===== src/rtl/dclk_tx_mlane.sv =====
// dclk_tx_mlane: multi-lane serial transmitter (start bit, LSB-first data slice, optional even parity)
// with req/busy handshake, synchronised link back-pressure and a programmable inter-frame gap.
module dclk_tx_mlane #(
    parameter int DATA_W      = 24,
    parameter int LANES       = 1,
    parameter int SYNC_STAGES = 2,
    parameter int PARITY_EN   = 0,
    parameter int IDLE_GAP    = 0
) (
    input  logic              clk,
    input  logic              reset,
    input  logic              req,
    input  logic [DATA_W-1:0] parallel_in,
    input  logic              channel_busy,
    output logic              tx_busy,
    output logic              accept,
    output logic              done,
    output logic              tx_active,
    output logic [LANES-1:0]  serial_out
);
    localparam int BPL       = (DATA_W + LANES - 1) / LANES;
    localparam int FRAME_LEN = 1 + BPL + PARITY_EN;
    localparam int CW        = $clog2(FRAME_LEN + 1);
    localparam int PW        = BPL * LANES;

    typedef enum logic [1:0] {IDLE, SEND, GAP} state_t;

    state_t                      state, nxt;
    logic [CW-1:0]               cnt;
    logic [7:0]                  gcnt;
    logic [SYNC_STAGES-1:0]      sync;
    logic [LANES-1:0][BPL-1:0]   sh, lane_in;
    logic [LANES-1:0]            par, lane_par, lsb;
    logic [PW-1:0]               pad;
    logic                        busy_sync, last;

    assign pad       = PW'(parallel_in);
    assign busy_sync = sync[SYNC_STAGES-1];
    assign tx_active = state == SEND;
    assign tx_busy   = tx_active | busy_sync | (state == GAP);
    // gated by reset so no accept is reported while the block is held in reset
    assign accept    = reset & req & ~tx_busy & (state == IDLE);
    assign last      = tx_active && cnt == CW'(FRAME_LEN - 1);
    assign done      = last;

    genvar k, j;
    generate
        for (k = 0; k < LANES; k++) begin : g_lane
            for (j = 0; j < BPL; j++) begin : g_slot
                assign lane_in[k][j] = pad[j*LANES + k];
            end
            assign lane_par[k] = ^lane_in[k];
            assign lsb[k]      = sh[k][0];
        end
    endgenerate

    always_comb begin
        serial_out = !tx_active ? '0 : cnt == '0 ? '1 : cnt <= CW'(BPL) ? lsb : par;
        nxt = state == IDLE ? (accept ? SEND : IDLE)
            : state == SEND ? (last ? (IDLE_GAP > 0 ? GAP : IDLE) : SEND)
            : (gcnt == 8'(IDLE_GAP - 1) ? IDLE : GAP);
    end

    always_ff @(posedge clk or negedge reset) begin
        if (!reset) begin
            state <= IDLE;
            cnt   <= '0;
            gcnt  <= '0;
            sync  <= '0;
            sh    <= '0;
            par   <= '0;
        end else begin
            state <= nxt;
            sync  <= {sync[SYNC_STAGES-2:0], channel_busy};
            gcnt  <= state == GAP ? gcnt + 8'd1 : 8'd0;
            if (accept) begin
                sh  <= lane_in;
                par <= lane_par;
                cnt <= '0;
            end else if (tx_active) begin
                cnt <= cnt + 1'b1;
                // the start-bit cycle leaves the shifters untouched
                if (cnt != '0)
                    for (int i = 0; i < LANES; i++) sh[i] <= sh[i] >> 1;
            end
        end
    end
endmodule


===== config.mk =====
export PLATFORM = sky130hd
export DESIGN_NAME = dclk_tx_mlane
export DESIGN_NICKNAME = d
export VERILOG_FILES = /design/src/rtl/dclk_tx_mlane.sv
export SDC_FILE = /design/constraint.sdc
export NUM_CORES = 1
export LEC_CHECK = 0
export CAP_MARGIN = 5
export CORE_MARGIN = 8
export CORE_UTILIZATION = 35
export DETAILED_ROUTE_END_ITERATION = 8
export GPL_TIMING_DRIVEN = 0
export PLACE_DENSITY = 0.66
export SYNTH_ARGS = -nofsm -noshare
export SYNTH_HDL_FRONTEND = slang
export SYNTH_SLANG_ARGS = --single-unit

===== constraint.sdc =====
create_clock -name clk -period 1.6 [get_ports clk]
set_clock_uncertainty 0.15 [all_clocks]
set_input_delay 0.32 -clock clk [delete_from_list [all_inputs] [get_ports clk]]
set_output_delay 0.32 -clock clk [all_outputs]
set_load 0.01 [all_outputs]

==> metrics <==
GR Util All Layers 13.3%; Synth area leader dfrtp_1; TritonCTS clock tree built; number of synthesized flops with an enable pin 0; DR DRC count 0; crit share post-route 125%; CTS max path bufs 2; VDD IR-drop max 0.000551 V; sw power 2.03 mW; Syn-to-layout area delta 55.2%; placed inst area 2600 um^2; initial core utilization 36.0%; failing checks negative setup slack; Seq pwr share 33.8%; clock-pin slew on the worst setup and hold paths 80 ps; Mapped Avg Cell Area 8.99 um^2; Final Hold Vio Count 0; Power Density 1550 nW/um^2; f_max 0.499 GHz; startpoint types flop; clock power share 14.1%; DRT Wirelength 5720 um; nets@finish 331; share of post-route cells with drive strength above 1 39.9%; critical path required time 1130 ps; synthesized cell area 2130 um^2; Critical Path End Type primary output; Routed Antenna Nets 0; RSZ-0062 raised after global routing yes; Rows 28; Routability Congestion 0.751; critical path class flop to primary output; sequential element share of the synthesized area 49.3%; WP data arrival 1540 ps; Cell Int Power 3.10 mW; syn nets 268; Num CTS Buffers 5; endpoints failing setup 35; Distinct cells, synth 29; HPWL after detailed placement 3460 um; Largest stage delay, worst path 560 ps; first-pass GRT wire length 9270 um; largest net degree at the start of global routing 32; DIE AREA 8840 um^2; GRT overflow 0; top cells by area, synth dfrtp_1, a21oi_1, xnor2_1; Hold WS 202 ps; status complete, but fails checks; main flop type after synthesis dfrtp_1; Gate Count Post-Synth 237; final core utilization 55.9%; worst relative slew slack 66.4%; Comb pwr share 52.2%; Worst Hold Class flop to flop; fill count 507; Antenna Diode Count 0; worst-margin pin slew 502 ps; Pleak 1.51 nW; clk sinks 42; switching share of power 39.5%; max-slew violations 0; drt first pass iters 4; asr flop ratio synth 100%; crit-path cells or4_4 > clkinv_4 > buf_8 > buf_6; DRT iter0 DRCs 60; Core Region 5920 um^2; clk_lat worst skew 300 ps; die height 94.0 um; drt wl/cell 15.2 um; post-route minimum period 2010 ps; Max Cap Viol 0; Ys Warns 0; worst-path fanout max 2; Port Buffers 32; CP max stage cell or4_4; clock root buffer clkbuf_8; final setup margin -405 ps; Finished Cell Area 3310 um^2; antenna violations before repair 0; Vias/cell 5.00; synthesized flop and latch total 42; Ports 33; vias in the first global route 1955; area fraction of the dominant cell type after synthesis 49.3%; CTS H-Tree Depth 2; Vias 1881; Die Width 94.0 um
==> worst paths after layout <==
| check | start | to | slack (ps) | cells after the start |
|---|---|---|---|---|
| setup / recovery | state[1] | accept | -410 | 4 |
| setup reg to reg | cnt[0] | sh[8] | -240 | 9 |
| hold / removal | sync[0] | sync[1] | 200 | 0 |
| hold reg to reg | sync[0] | sync[1] | 200 | 0 |
| min in group asynchronous | reset | gcnt[5] | 390 | 2 |
| max in group asynchronous | reset | cnt[0] | 570 | 2 |
==> per-stage QoR <==
step	worst slack (ps)	total power, mW	setup TNS [ps]	instances
floorplan	-24.9	2.77	-38.0	237
global placement	-2760	3.19	-113850	344
detailed placement	-1140	3.25	-18190	345
CTS	-416	4.59	-7700	372
global route	-431	5.42	-9010	376
finish	-405	5.13	-6760	376
==> state kept, by name, indices dropped and copies added, names as in the netlist <==
name,cells
state,2
sh,24
sync,2
cnt,5
par,1
gcnt,8
==> power groups by stage <==
stage          registers (mW)  logic, mW  clock network, mW
2_1_floorplan            1.57       1.21                  0
3_3_place_gp             1.61       1.58                  0
3_5_place_dp             1.63       1.62                  0
4_1_cts                  1.63       2.21              0.740
5_1_grt                  1.77       2.88              0.771
6_report                 1.73       2.67              0.721
==> worst max-delay path, delay by kind of cell (launching register included) <==
kind | cells | cell delay [ps]
buffers and inverters | 3 | 270
and+or+nand+nor | 1 | 560
DFF | 1 | 400
==> routing by layer <==
| layer | routed length (um) | part of all wire (%) | GRT usage (%) |
|---|---|---|---|
| met1 | 2480 | 43 | 15.4 |
| met2 | 2910 | 51 | 22.1 |
| met3 | 175 | 3.1 | 2.96 |
| met4 | 152 | 2.7 | 7.53 |
| met5 | 0 | 0 | 0 |
==> what timing repair did <==
item                       4_1_cts  5_1_grt
gates cloned                     4        0
resized for setup               78       72
hold endpoints to repair        11        0
setup buffers                   16        5
pin swaps                       17       39
setup endpoints to repair       36       36
hold buffers                     2        0
==> final cells by class <==
type	count	area, um^2	area share, %
multi-input combinational	177	1340	40.5
buffer	9	110	3.33
clock inverter	1	5.00	0.151
inverter	6	45.0	1.36
timing repair buffer	59	576	17.4
tap	75	93.8	2.84
sequential	42	1050	31.8
clock buffer	7	86.3	2.61
==> cells by family after synthesis <==
kind of cell | after synthesis | share of synthesized area (%)
flops | 42 | 49.3
compound gates | 55 | 13.6
simple gates | 89 | 17.9
fa+ha+maj | 3 | 1.76
xor+xnor | 30 | 13.3
buf+inv | 18 | 4.17
==> cells in the final DEF, fill, tap and decap left out, types with 6 or more instances in the layout <==
cell             count
buf_4               13
xor2_1               6
clkdlybuf4s50_1     20
a21oi_2             28
clkbuf_8             6
a21oi_1             16
nor2_1              28
buf_8                6
nand2_2              6
dfrtp_1             42
nand3_1              8
nand2_1             14
xnor2_1             17
nand2_4             13
buf_6               15
==> synth_stat cells (3+ instances only) <==
| library cell | n |
|---|---|
| a21oi_1 | 44 |
| and3_1 | 3 |
| buf_2 | 5 |
| buf_4 | 4 |
| clkbuf_1 | 3 |
| dfrtp_1 | 42 |
| ha_1 | 3 |
| inv_1 | 4 |
| nand2_1 | 33 |
| nand2b_1 | 3 |
| nand3_1 | 8 |
| nor2_1 | 35 |
| o21ai_0 | 5 |
| xnor2_1 | 20 |
| xor2_1 | 8 |
Power figures use the tool's default switching activity.
==> edit 1: new RTL, same settings <==
Change the parameter `SYNC_STAGES` from 2 to 4.
--- a/src/rtl/dclk_tx_mlane.sv
+++ b/src/rtl/dclk_tx_mlane.sv
@@ -3,7 +3,7 @@
 module dclk_tx_mlane #(
     parameter int DATA_W      = 24,
     parameter int LANES       = 1,
-    parameter int SYNC_STAGES = 2,
+    parameter int SYNC_STAGES = 4,
     parameter int PARITY_EN   = 0,
     parameter int IDLE_GAP    = 0
 ) (
Check against the original RTL: not equivalent (Yosys sat finds a counterexample within 4 cycles, from zero or initial values and one cycle with reset low).
==> edit 1 against the unedited design <==
The flow still finishes with violations (negative setup slack). Clock power about the same. Final area down 7.5%. Global-route usage down 1.3 points. Wire length down 9.3%. Power down 11%. Area after synthesis up 2.3%. Sequential cell count up 2. Setup slack better by 0.013 ns. Largest power group unchanged. Highest routed layer unchanged.
==> edit 1: results <==
metrics = {
    "synthesis": {
        "async_reset_ff_frac": 1.00,
        "synth_commonest_cells": "44 x a21oi_1, 44 x dfrtp_1, 35 x nor2_1",
        "synth_compound_area_frac": 0.133,
        "synth_fa_ha_area_frac": 0.0172,
        "syn_nets": 270,
        "yosysSeqAreaShare": 0.505,
        "synth_mux_area_frac": 0,
        "synth-xor-area-share": 0.130,
        "synth_area_leaders": "dfrtp_1 50%, a21oi_1 10%, xnor2_1 8.0%",
        "yosysWarnings": 0,
    },
    "route": {
        "finalWirelength_um": 5190,
        "detail_route.iter0.violations": 98,
        "vias_per_cell": 4.91,
    },
    "sta": {
        "maxSlewHeadroom": 0.685,
        "worst_slack_ns": -0.392,
        "setup_viol": 32,
    },
    "worst_setup_path": {
        "slowest_delay_ns": 0.58,
        "timing.rr.start": "sync[3]",
        "cpLargestDelayFamily": "simple AND/OR/NAND/NOR gates",
        "cp.arrival_ns": 1.52,
        "r2r_setup_slack_ns": -0.14,
        "critPathMaxFanout": 3,
        "start_kind": "flop",
        "rr_endpoint": "sh[13]",
        "crit_path_top_delay_cell": "or4_4",
        "worstRegToRegCells": 6,
    },
    "cells_and_area": {
        "largest_reg_flops": 24,
        "num_antenna_cells": 0,
        "fin_nets": 330,
        "drive_above_1_share": 0.237,
        "fill_cells": 573,
    },
    "placed_design": {
        "post-place-ws_ns": -1.10,
        "hpwl_um": 3460,
        "finalWeightedCongestion": 0.799,
    },
    "clocking": {
        "htreeDepth": 2,
        "clockBufferDepth": 2,
        "ctsRootBufferMaster": "clkbuf_8",
    },
    "power_and_ir_drop": {
        "p_leak_uw": 0.00140,
        "swShare": 0.365,
        "vdd_drop_max_mv": 0.612,
    },
    "global_route": {
        "grt_max_degree": 38,
        "grt_pass1_wl_um": 8660,
        "grt_pass1_vias": 1868,
        "gr-usage-all-layers": 0.119,
    },
    "status": {
        "outcome": "complete, but fails checks",
        "violations": "negative setup slack",
    },
}
## edit 1: changes by cell type after synthesis, sizes merged
cell / before / now
dfrtp: 42 / 44
## edit 1: kinds of logic after synthesis
logic type | after synthesis
simple gates | 89
compound gates | 55
flops | 44
xor+xnor | 30
buf+inv | 18
fa+ha+maj | 3
## edit 1: power by group through the flow
stage	logic [uW]	registers [uW]	clock network [uW]
6_report	2140	1690	722
5_1_grt	2350	1740	787
4_1_cts	1870	1670	739
3_5_place_dp	1640	1690	0
3_3_place_gp	1590	1670	0
2_1_floorplan	1210	1630	0
## edit 1: area by class of cell
type / count / area [um2] / share of cell area
multi-input cells: 178 / 1120 / 0.366
flip-flops and latches: 44 / 1100 / 0.360
repair buffers: 55 / 517 / 0.169
plain buffers: 9 / 93.8 / 0.0307
well taps: 75 / 93.8 / 0.0307
clock buffers: 6 / 82.6 / 0.0270
inverters: 6 / 40.0 / 0.0131
clock inverters: 2 / 10.0 / 0.00327
## edit 1: worst min-delay path by stage
| stage | startpoint | end | cells past startpoint |
|---|---|---|---|
| 2_1_floorplan | reset | cnt[0] | 0 |
| 3_3_place_gp | sync[0] | sync[1] | 0 |
| 3_5_place_dp | reset | gcnt[3] | 1 |
| 4_1_cts | sync[1] | sync[2] | 0 |
| 5_1_grt | sync[1] | sync[2] | 0 |
| 6_report | sync[2] | sync[3] | 0 |
## edit 1: routing by layer
metal / vias to the layer above / GRT usage / part of all wire
met4: 0 / 0.0403 / 0.0089
li1: 918 / - / -
met5: - / 0 / 0
met2: 34 / 0.189 / 0.46
met1: 885 / 0.157 / 0.49
met3: 4 / 0.0270 / 0.038
## edit 1: timing repair
action                                 CTS  global route
gates cloned                             2             1
pin swaps                               38             7
hold buffers                             1             0
resized for setup                       71            14
endpoints found under the hold margin   44             0
setup buffers                           13             8
setup endpoints to repair               36            33
## edit 1: metrics by stage
stage	utilization	cells	hold WS, ns	setup TNS (ns)	instance area (um2)
floorplan	-	239	-0.126	-0.0380	2220
global placement	0.443	346	0.182	-122.28	2640
detailed placement	0.445	347	0.0489	-17.43	2650
CTS	0.495	369	0.203	-3.54	2950
global route	0.514	375	0.211	-5.56	3060
finish	0.514	375	0.200	-3.58	3060
==> edit 2: new RTL, same flow settings <==
Without the edit above. Make the reset (`reset`) synchronous in one clocked block.
--- a/src/rtl/dclk_tx_mlane.sv
+++ b/src/rtl/dclk_tx_mlane.sv
@@ -61,7 +61,7 @@
             : (gcnt == 8'(IDLE_GAP - 1) ? IDLE : GAP);
     end
 
-    always_ff @(posedge clk or negedge reset) begin
+    always_ff @(posedge clk) begin
         if (!reset) begin
             state <= IDLE;
             cnt   <= '0;
Formal check against the unedited RTL: differs if reset is asserted again (counterexample within 4 cycles, from zero or initial values and one cycle with reset low); with reset held inactive, the same outputs for 10 cycles.
==> edit 2 against the unedited design <==
The flow still finishes with violations (negative setup slack). Fmax increased by 3.4%. Global-route usage decreased by 0.85 points. Critical path depth increased by 2. Setup slack improved by 0.067 ns. Wire length decreased by 7.0%. Non-clock buffer count decreased by 3. Utilization decreased by 3.5 points. Sequential cell count unchanged. Final area decreased by 13%. Area after synthesis decreased by 6.0%. Critical endpoint is now serial_out. Largest cell class unchanged.
Power is not compared: it rests on default switching activity, and its combinational part moved more than twofold at a synthesized area within 25%.
==> edit 2: results <==
metrics = {
    "synthesis": {
        "synth_area_leaders": "dfxtp_1 42%, xnor2_1 9.2%, nand2_1 8.8%",
        "synth_commonest_cells": "47 x nand2_1, 42 x dfxtp_1, 21 x xnor2_1",
        "synthCells": 235,
        "synth-xor-area-share": 0.151,
        "async_reset_ff_frac": 0,
        "syn_nets": 266,
        "synth_compound_area_frac": 0.185,
        "synth_cell_types": 36,
        "synth_fa_ha_area_frac": 0.0188,
    },
    "status": {
        "outcome": "complete, but fails checks",
        "violations": "negative setup slack",
    },
    "worst_hold_path": {
        "hold_start": "parallel_in[23]",
        "hold_path_class": "input port to flop",
        "min_path_cells": 3,
    },
    "route": {
        "met1_length_um": 2330,
        "wl_met3_um": 259,
        "routed-wl-met2_um": 2680,
        "finalWirelength_um": 5320,
        "vias": 1840,
        "vias_per_cell": 5.03,
        "detail_route.iter0.violations": 139,
    },
    "global_route": {
        "grt_pass1_wl_um": 8480,
        "gr-usage-all-layers": 0.124,
        "grt_use_met1": 0.146,
        "gr-usage-met3": 0.0399,
    },
    "clocking": {
        "clockBufferDepth": 2,
        "post-cts-setup-buffers": 14,
    },
    "worst_setup_path": {
        "cp.arrival_ns": 1.47,
        "rr_endpoint": "sh[21]",
        "cpLargestDelayFamily": "flip-flops",
        "timing.rr.start": "state[1]",
        "crit_path_top_delay_cell": "dfxtp_2",
        "worstRegToRegCells": 8,
    },
    "placed_design": {
        "finalWeightedCongestion": 0.771,
        "hpwl_um": 3390,
        "place_area_mm2": 0.00243,
    },
    "sta": {
        "holdWs_ns": 0.175,
        "worst_slack_ns": -0.339,
        "tns_ns": -4.11,
        "setup_viol": 35,
    },
    "cells_and_area": {
        "fin_nets": 324,
    },
}
[edit 2: cell count changes after synthesis, moves of 9 or more]
cell | before | now
a21boi_1 | 0 | 9
a21oi_1 | 44 | 1
a31oi_1 | 2 | 18
dfrtp_1 | 42 | 0
dfxtp_1 | 0 | 42
nand2_1 | 33 | 47
nor2_1 | 35 | 16
o21ai_1 | 0 | 16
[edit 2: how the worst max path moves through the flow]
stage	start	to	cells past startpoint	slack [ns]
after global placement	reset	accept	7	-1.16
after CTS	state[0]	accept	5	-0.42
after floorplan	state[0]	accept	4	-0.03
final	cnt[1]	serial_out	6	-0.34
after detailed placement	reset	accept	7	-1.16
after global routing	cnt[0]	serial_out	6	-0.41
[edit 2: area by class of cell]
class	instances	area, um2
Tap cell	72	90.1
Clock inverter	1	5.00
Fill cell	521	2620
Inverter	5	26.3
Timing Repair Buffer	53	518
Sequential cell	42	850
Clock buffer	7	86.3
Multi-Input combinational cell	174	1200
Buffer	12	106
